===== config.mk =====
export PLATFORM = sky130hd
export DESIGN_NAME = mbus_stat_regbank
export DESIGN_NICKNAME = d
export VERILOG_FILES = /design/src/rtl/mbus_stat_pkg.sv /design/src/rtl/stat_counter.sv /design/src/rtl/mbus_stat_regbank.sv
export SDC_FILE = /design/constraint.sdc
export NUM_CORES = 2
export LEC_CHECK = 0
export ABC_CLOCK_PERIOD_IN_PS = 3950
export CAP_MARGIN = 40
export CORE_MARGIN = 3
export CORE_UTILIZATION = 40
export DETAILED_ROUTE_END_ITERATION = 8
export GPL_TIMING_DRIVEN = 0
export PLACE_DENSITY = 0.56
export RECOVER_POWER = 100
export SYNTH_ARGS = -nofsm -noshare
export SYNTH_HDL_FRONTEND = slang
export SYNTH_SLANG_ARGS = --single-unit

===== constraint.sdc =====
create_clock -name i_clk -period 3.95 [get_ports i_clk]
set_clock_uncertainty 0.1 [all_clocks]
set_input_delay 0.79 -clock i_clk [delete_from_list [all_inputs] [get_ports i_clk]]
set_output_delay 0.79 -clock i_clk [all_outputs]
set_load 0.01 [all_outputs]

===== src/rtl/mbus_stat_pkg.sv =====
// Shared constants, access-kind enum and CTRL read-word helper for the
// mbus statistics register bank.
package mbus_stat_pkg;

  // Register offsets relative to BASE_ADDR
  localparam logic [18:0] OFF_CTRL      = 19'd0;
  localparam logic [18:0] OFF_FIFO_BASE = 19'd1;
  localparam logic [18:0] OFF_PORT_BASE = 19'd5;

  // CTRL register bit positions
  localparam int unsigned CTRL_MODE      = 0;
  localparam int unsigned CTRL_CLR_ON_RD = 1;
  localparam int unsigned CTRL_CLR_ALL   = 2;

  // Number of async-FIFO error counters
  localparam int unsigned FIFO_ERR_NUM = 4;

  // Decoded kind of the current mbus access
  typedef enum logic [1:0] {
    ACC_NONE = 2'd0,
    ACC_WR   = 2'd1,
    ACC_RD   = 2'd2
  } acc_e;

  // CTRL read word: clear_all is a pulse and always reads back as 0
  function automatic logic [31:0] ctrl_word(input logic mode, input logic clr_on_rd);
    return {29'd0, 1'b0, clr_on_rd, mode};
  endfunction

endpackage


===== src/rtl/stat_counter.sv =====
// Single saturating event counter with clear-on-read and clear-all.
// Priority: clear-all, then clear-on-read (keeping a same-cycle event),
// then plain increment.
module stat_counter #(
  parameter int CNT_W = 32
) (
  input  logic             i_clk,
  input  logic             i_rst_n,
  input  logic             i_inc,
  input  logic             i_clr_rd,
  input  logic             i_clr_all,
  output logic [CNT_W-1:0] ov_cnt
);

  localparam logic [CNT_W-1:0] CNT_MAX = {CNT_W{1'b1}};

  logic [CNT_W-1:0] cnt_next_s;

  // Next counter value following the clear/increment priority
  always_comb begin
    cnt_next_s = ov_cnt;
    if (i_clr_all) begin
      cnt_next_s = {CNT_W{1'b0}};
    end else if (i_clr_rd && i_inc) begin
      cnt_next_s = CNT_W'(1);
    end else if (i_clr_rd) begin
      cnt_next_s = {CNT_W{1'b0}};
    end else if (i_inc && (ov_cnt != CNT_MAX)) begin
      cnt_next_s = ov_cnt + CNT_W'(1);
    end else begin
      cnt_next_s = ov_cnt;
    end
  end

  // Counter state register
  always_ff @(posedge i_clk or negedge i_rst_n) begin
    if (!i_rst_n) begin
      ov_cnt <= {CNT_W{1'b0}};
    end else begin
      ov_cnt <= cnt_next_s;
    end
  end

endmodule


===== src/rtl/mbus_stat_regbank.sv =====
// mbus register bank: TSN/TTE mode control plus per-port packet counters and
// FIFO error counters, with a one-cycle registered read response.
// Counter index k sits at offset k+1: FIFO errors first, then in/out pairs
// per port.
module mbus_stat_regbank
  import mbus_stat_pkg::*;
#(
  parameter int          NPORT     = 8,
  parameter int          CNT_W     = 32,
  parameter logic [18:0] BASE_ADDR = 19'd0
) (
  input  logic             i_clk,
  input  logic             i_rst_n,
  input  logic             i_wr,
  input  logic [31:0]      iv_wdata,
  input  logic [18:0]      iv_addr,
  input  logic             i_addr_fixed,
  input  logic             i_rd,
  output logic             o_wr,
  output logic [31:0]      ov_rdata,
  output logic [18:0]      ov_raddr,
  output logic             o_addr_fixed,
  output logic             o_tsn_or_tte,
  input  logic [NPORT-1:0] iv_inpkt_pulse,
  input  logic [NPORT-1:0] iv_outpkt_pulse,
  input  logic [3:0]       iv_fifo_err_pulse
);

  localparam int          NCNT     = FIFO_ERR_NUM + 2 * NPORT;
  localparam logic [18:0] LAST_OFF = 19'(FIFO_ERR_NUM + 2 * NPORT);

  logic [18:0]      off_s;
  logic             hit_s;
  acc_e             acc_s;
  logic             wr_s;
  logic             rd_s;
  logic             ctrl_wr_s;
  logic             ctrl_rd_s;
  logic             clr_all_s;
  logic             clr_on_rd_r;
  logic [NCNT-1:0]  inc_s;
  logic [NCNT-1:0]  sel_s;
  logic [CNT_W-1:0] cnt_s [NCNT];
  logic [31:0]      rdata_s;
  logic             unused_wdata_s;

  // Offsets below BASE_ADDR wrap to large values and fall out of range
  assign off_s = iv_addr - BASE_ADDR;
  assign hit_s = !i_addr_fixed && (off_s <= LAST_OFF);

  // Classify the access; a write in the same cycle suppresses the read
  always_comb begin
    acc_s = ACC_NONE;
    if (!hit_s) begin
      acc_s = ACC_NONE;
    end else if (i_wr) begin
      acc_s = ACC_WR;
    end else if (i_rd) begin
      acc_s = ACC_RD;
    end else begin
      acc_s = ACC_NONE;
    end
  end

  assign wr_s      = (acc_s == ACC_WR);
  assign rd_s      = (acc_s == ACC_RD);
  assign ctrl_wr_s = wr_s && (off_s == OFF_CTRL);
  assign ctrl_rd_s = rd_s && (off_s == OFF_CTRL);
  assign clr_all_s = ctrl_wr_s && iv_wdata[CTRL_CLR_ALL];

  assign unused_wdata_s = ^iv_wdata[31:3];

  assign inc_s[FIFO_ERR_NUM-1:0] = iv_fifo_err_pulse;

  for (genvar p = 0; p < NPORT; p++) begin : g_port_inc
    assign inc_s[FIFO_ERR_NUM + 2*p]     = iv_inpkt_pulse[p];
    assign inc_s[FIFO_ERR_NUM + 2*p + 1] = iv_outpkt_pulse[p];
  end

  for (genvar k = 0; k < NCNT; k++) begin : g_cnt
    assign sel_s[k] = rd_s && (off_s == (OFF_FIFO_BASE + 19'(k)));

    stat_counter #(
      .CNT_W (CNT_W)
    ) u_cnt (
      .i_clk     (i_clk),
      .i_rst_n   (i_rst_n),
      .i_inc     (inc_s[k]),
      .i_clr_rd  (sel_s[k] && clr_on_rd_r),
      .i_clr_all (clr_all_s),
      .ov_cnt    (cnt_s[k])
    );
  end

  // Read-data mux: one-hot OR of the selected register, zero when idle
  always_comb begin
    rdata_s = ctrl_rd_s ? ctrl_word(o_tsn_or_tte, clr_on_rd_r) : 32'd0;
    for (int k = 0; k < NCNT; k++) begin
      rdata_s = rdata_s | (sel_s[k] ? 32'(cnt_s[k]) : 32'd0);
    end
  end

  // CTRL register: mode and clear-on-read enable
  always_ff @(posedge i_clk or negedge i_rst_n) begin
    if (!i_rst_n) begin
      o_tsn_or_tte <= 1'b1;
      clr_on_rd_r  <= 1'b0;
    end else if (ctrl_wr_s) begin
      o_tsn_or_tte <= iv_wdata[CTRL_MODE];
      clr_on_rd_r  <= iv_wdata[CTRL_CLR_ON_RD];
    end else begin
      o_tsn_or_tte <= o_tsn_or_tte;
      clr_on_rd_r  <= clr_on_rd_r;
    end
  end

  // Read response register: valid and data drop to zero when no read
  always_ff @(posedge i_clk or negedge i_rst_n) begin
    if (!i_rst_n) begin
      o_wr         <= 1'b0;
      ov_rdata     <= 32'd0;
      ov_raddr     <= 19'd0;
      o_addr_fixed <= 1'b0;
    end else begin
      o_wr     <= rd_s;
      ov_rdata <= rdata_s;
      if (rd_s) begin
        ov_raddr     <= iv_addr;
        o_addr_fixed <= i_addr_fixed;
      end else begin
        ov_raddr     <= ov_raddr;
        o_addr_fixed <= o_addr_fixed;
      end
    end
  end

endmodule


# == Word-level counts from Yosys, hierarchy flattened ==
# Cells that the tools add are included.
# word_totals
wordCells,319
latch_bits,0
n_memories,0
ff_bits,695
mem_bits_rw,0
input_bits,76
romBits,0
# op_classes
mux,104
div_mod_pow,0
n_eq_ne,42
order_cmp,1
n_mul,0
bitwise,20
n_reduce_logical,106
shift,0
addsub,20
# ops
cell,count
$mux W32,100
$add A32 B1 Y32 const B,20
$ne A32 B32 Y1 const B,20
$or A32 B32 Y32,19
$eq A19 B4 Y1 const B,8
$eq A19 B5 Y1 const B,5
$logic_and A1 B1 Y1,84
$reduce_bool A4 Y1,20
$eq A19 B3 Y1 const B,4
$eq A19 B2 Y1 const B,2
$or A2 B32 Y32,1
$eq A19 B1 Y1 const B,1
$le A19 B5 Y1 const B,1
$logic_not A19 Y1,1
$mux W2,4
$eq A2 B1 Y1 const B,1
$eq A2 B2 Y1 const B,1
$logic_not A1 Y1,1

# == Depth between registers and ports, before layout ==
# logic_depth
depth_word,26
depth_mapped,11

# == Hierarchy ==
# Synthesis repeated with hierarchy kept, for this count alone.
# unflattened
cells_unflattened,4715
area_unflattened_um2,43466.7
# modules_own_cells
mod,cells_each,seq_area_each_um2,area_per_inst_um2,instances
stat_counter at g_cnt[0].u_cnt ...,200,800.8,1846.8,15
stat_counter at g_cnt[5].u_cnt ...,196,800.8,1826.8,4
mbus_stat_regbank,729,1377.6,6655.1,1
stat_counter at g_cnt[9].u_cnt,202,800.8,1803.0,1

# == Least setup slack after synthesis ==
# No wires, ideal clock.
# synth_path
path_type,input -> register
startpoint,input port iv_addr[11]
endpoint,register g_cnt[14].u_cnt.ov_cnt[10]
setup_time_ns,0.129
slack_ns,1.177
stages,8
path_buffers,2
required_time_ns,3.721
t_arrival_ns,2.544
cell_sequence,or4_1 -> buf_2 -> nor4_4 -> nand4_1 -> and2_1 -> buf_2 -> nand2_2 -> o31ai_1
# synth_via
elab_chain_cells,9
elab_cells_between_ends,16
# synth_lines
item,line,rtl
"start, declared",mbus_stat_regbank.sv:16,"input logic [18:0] iv_addr,"
$le A19 B5 Y1,mbus_stat_regbank.sv:49,assign hit_s = !i_addr_fixed && (off_s <= LAST_OFF);
$logic_and A1 B1 Y1,mbus_stat_regbank.sv:49,
$mux W2,mbus_stat_regbank.sv:54,if (!hit_s) begin
$eq A2 B2 Y1,mbus_stat_regbank.sv:66,assign rd_s = (acc_s == ACC_RD);
$logic_and A1 B1 Y1,mbus_stat_regbank.sv:81,assign sel_s[k] = rd_s && (off_s == (OFF_FIFO_BASE + 19'(k)));
$logic_and A1 B1 Y1,mbus_stat_regbank.sv:89,".i_clr_rd (sel_s[k] && clr_on_rd_r),"
$mux W32 / $logic_and A1 B1 Y1 (equally long branches),"stat_counter.sv:26, stat_counter.sv:24",
$mux W32,stat_counter.sv:24,end else if (i_clr_rd && i_inc) begin
$mux W32,stat_counter.sv:22,if (i_clr_all) begin
"end signal, assigned",stat_counter.sv:38,ov_cnt <= {CNT_W{1'b0}};
"end signal, assigned",stat_counter.sv:40,ov_cnt <= cnt_next_s;
"end, declared",stat_counter.sv:12,output logic [CNT_W-1:0] ov_cnt
# Parallel ways exist; a longest one is shown, timed or not.
# A chain may end at the register's enable or synchronous reset.

# == Worst setup path in the final report ==
# layout_path
startpoint,input port iv_addr[4]
endpoint,register g_cnt[7].u_cnt.ov_cnt[0]
# layout_via
elab_chain_cells,9
elab_cells_between_ends,16
# layout_lines
item,line
$le A19 B5 Y1,mbus_stat_regbank.sv:49
$logic_and A1 B1 Y1,mbus_stat_regbank.sv:49
$mux W2,mbus_stat_regbank.sv:54
$eq A2 B2 Y1,mbus_stat_regbank.sv:66
$logic_and A1 B1 Y1,mbus_stat_regbank.sv:81
$logic_and A1 B1 Y1,mbus_stat_regbank.sv:89
$mux W32 / $logic_and A1 B1 Y1 (equally long branches),"stat_counter.sv:26, stat_counter.sv:24"
$mux W32,stat_counter.sv:24
$mux W32,stat_counter.sv:22
"end signal, assigned",stat_counter.sv:38
"end signal, assigned",stat_counter.sv:40
"end, declared",stat_counter.sv:12
# Parallel ways exist; a longest one is shown, timed or not.

==> results.md <==
* Status: finished with violations
* Failing checks: max-capacitance violations, max-slew violations, negative setup slack
* Row count at roughly 120
* DP HPWL at between 150,000 and 200,000 µm
* Synth top area share at 0.424
* First-pass GRT wire length at ~280,000 µm
* Core Footprint at approximately 0.10 mm²
* Num ports at 130
* Leakage Power at 19.6 nW
* Min cycle time layout at approximately 4.2 ns
* Distinct cells, synth at 92
* Setup violations, final at 48
* Post-DP Area at roughly 0.044 mm²
* CTS root buffer: clkbuf_16
* Fin crit share at 1.06
* Worst endpoint required time at 4.38 ns
* Nets at 4,932
* Die area at 0.106 mm²
* Die Ht at ~330 µm
* Total power at ~19 mW
* GP Congestion at approximately 1.1
* FFs w/ async S/R, synth at 1.00
* Slew Limit Fails at 74
* CP max FO at 13
* PwrDens at about 400 mW/mm²
* Yosys top cell by area: dfrtp_1
* Via count at approximately 40k
* Relative slew margins at -0.426
* Post-route cell area at 0.0474 mm²
* Worst vdd ir at 0.427 mV
* Hold_ws at 0.352 ns
* Die width at roughly 330 µm
* Largest net degree at the start of global routing at 114
* Synth cell count leaders: dfrtp_1 (694), nor2_1 (670), nand2_1 (322)
* Initial core utilization at 0.406
* Flop and latch count out of synthesis at slightly below 700
* Finished Core Util at 0.470
* Post-Place Worst Slack at -1.54 ns
* Num Clock Sinks at 695
* Most frequent cell on the critical path: clkbuf_4
* EDFF count, synth at 0
* Routed WL at between 200,000 and 250,000 µm
* Register area share after synthesis at 0.425
* Vias in the first global route at around 37k
* Port bufs at 93
* Global Route Usage Sum at 0.371
* Path type of the worst min-delay path: input pin to flip-flop
* Congestion Overflow GR at 0
* Reg2Reg Setup Slack at about 0.73 ns
* Max_cap viols at 2
* Synth Flop Type: dfrtp_1
* Share of cells above drive strength 1 at 0.0990
* Max clock buf depth at 3
* Fin. Hold Viols at 0
* Critical path, cell by cell: clkdlybuf4s50_1 -> clkbuf_4 -> nor4_2 -> nand3_2 -> clkbuf_2 -> nor3_2 -> clkbuf_4 -> nor3_1
* DR pass1 iterations at 9
* Most frequent cell after synthesis: dfrtp_1
* Synth Cell Area at roughly 0.04 mm²
* Filler cells at about 10k
* Top cells by area, synth: dfrtp_1 (42%), nor2_1 (6.1%), xnor2_1 (5.3%), xor2_1 (5.3%), nand4_1 (4.8%)
* CTS clk-pin slew, worst paths at ~0.060 ns
* Post-Syn Instances at 4,595
* Vias per Instance at roughly 6.4
* Clk_lat worst skew at roughly 0.7 ns
* Routed WL per cell at approximately 32 µm
* CTS tree: yes
* CP max stage delay at 0.99 ns
* Max stage delay cell, worst path: nor3_2
* Critical Path AT at about 4.6 ns
* H-tree depth at 3
* Worst slew pin tran at 2.14 ns
* Nature of the critical path endpoint: flip-flop
* Antenna-violating nets left at 0
* DRC Markers at 0
* Syn_area_per_cell at a little under 9 µm²
* Area grow syn2layout at 15.7%
* Initial antenna violation count at 17
* Startpoint class of the critical path: input pin
* FMAX at 240 MHz
* Post-Syn Nets at about 4.7k
* Multi-input gate area at roughly 0.022 mm²
* Synth warnings at 0
* Setup CP Type: input pin to flip-flop
* Worst Slack Setup Final at -0.224 ns
* Seq. cell area at between 0.015 and 0.02 mm²
* 1st-iter DRT viols at 5,247
* Total clock buffers created by CTS at 84
## layout make-up
class | instances | share of cell area
clock buffers | 112 | 0.0511
plain buffers | 243 | 0.0240
clock inverters | 38 | 0.00993
flip-flops and latches | 695 | 0.367
well taps | 1357 | 0.0359
inverters | 74 | 0.00587
multi-input cells | 3578 | 0.472
repair buffers | 160 | 0.0340
diodes | 4 | 0.000211
## final timing paths
| check | from | to | cells after the start |
|---|---|---|---|
| worst max-delay path | iv_addr[4] | g_cnt[7].u_cnt.ov_cnt[0]$_DFFE_PN0P_ | 8 |
| worst min-delay path | iv_inpkt_pulse[7] | g_cnt[18].u_cnt.ov_cnt[1]$_DFFE_PN0P_ | 3 |
| worst max register to register | g_cnt[8].u_cnt.ov_cnt[0]$_DFFE_PN0P_ | g_cnt[8].u_cnt.ov_cnt[9]$_DFFE_PN0P_ | 9 |
| worst min register to register | ov_raddr[12]$_DFFE_PN0N_ | ov_raddr[12]$_DFFE_PN0N_ | 1 |
| max in group asynchronous | i_rst_n | g_cnt[19].u_cnt.ov_cnt[8]$_DFFE_PN0P_ | 4 |
| min in group asynchronous | i_rst_n | g_cnt[11].u_cnt.ov_cnt[4]$_DFFE_PN0P_ | 1 |
## flip-flops by register name, indices dropped and copies added (netlist names)
register	count
o_wr	1
o_addr_fixed	1
ov_rdata	32
o_tsn_or_tte	1
clr_on_rd_r	1
g_cnt.u_cnt.ov_cnt	640
ov_raddr	19
## through the flow
stage	std cells	setup TNS [ns]
floorplan	4595	0
global placement	6045	-
detailed placement	6101	-275.59
CTS	6249	-0.118
global route	6258	-0.0164
finish	6261	-4.38
## where the power goes
part           total (mW)  internal [mW]  switching [mW]
logic                1.85          0.743            1.10
registers            8.95           7.67            1.28
clock network        8.22           4.89            3.32
## worst max-delay path, delay by kind of cell
family                 cells  cell delay, ns
buffers and inverters      4            1.95
AND/OR/NAND/NOR            4            1.84
## layer usage
metal	part of all wire	track usage	up-vias
li1	-	-	17338
met1	0.41	0.496	20071
met2	0.41	0.523	2185
met3	0.11	0.120	562
met4	0.071	0.222	12
met5	0.00074	0	-
## cell usage in the layout (no fill, tap or decap), drive strengths merged, types with 34 or more instances in the layout
master,count
dlygate4sd3,54
clkbuf,230
dfrtp,694
and2,57
nor2,670
xor2,248
nor3,213
inv,80
or3,82
and3,121
a32oi,34
nor4,99
nand4,316
clkdlybuf4s50,37
nand2,326
and4,108
a21oi,110
xnor2,250
a22oi,97
o21ai,101
nand3,310
buf,188
## kinds of logic after synthesis
kind of cell / Yosys count / share of synthesized area
buf+inv: 322 / 0.0343
flops: 695 / 0.425
mux: 64 / 0.0179
simple gates: 2412 / 0.308
fa+ha+maj: 20 / 0.00611
compound gates: 584 / 0.102
xor+xnor: 498 / 0.107
## repair_timing
item | in CTS | in global routing
pin swaps | 4 | 8
cloned | 0 | 0
hold endpoints to repair | 0 | 0
gates resized for setup | 39 | 30
hold buffers | 0 | 0
setup buffers | 1 | 5
setup endpoints to repair | 78 | 117
Note: power is estimated with default switching activity, not from simulation.
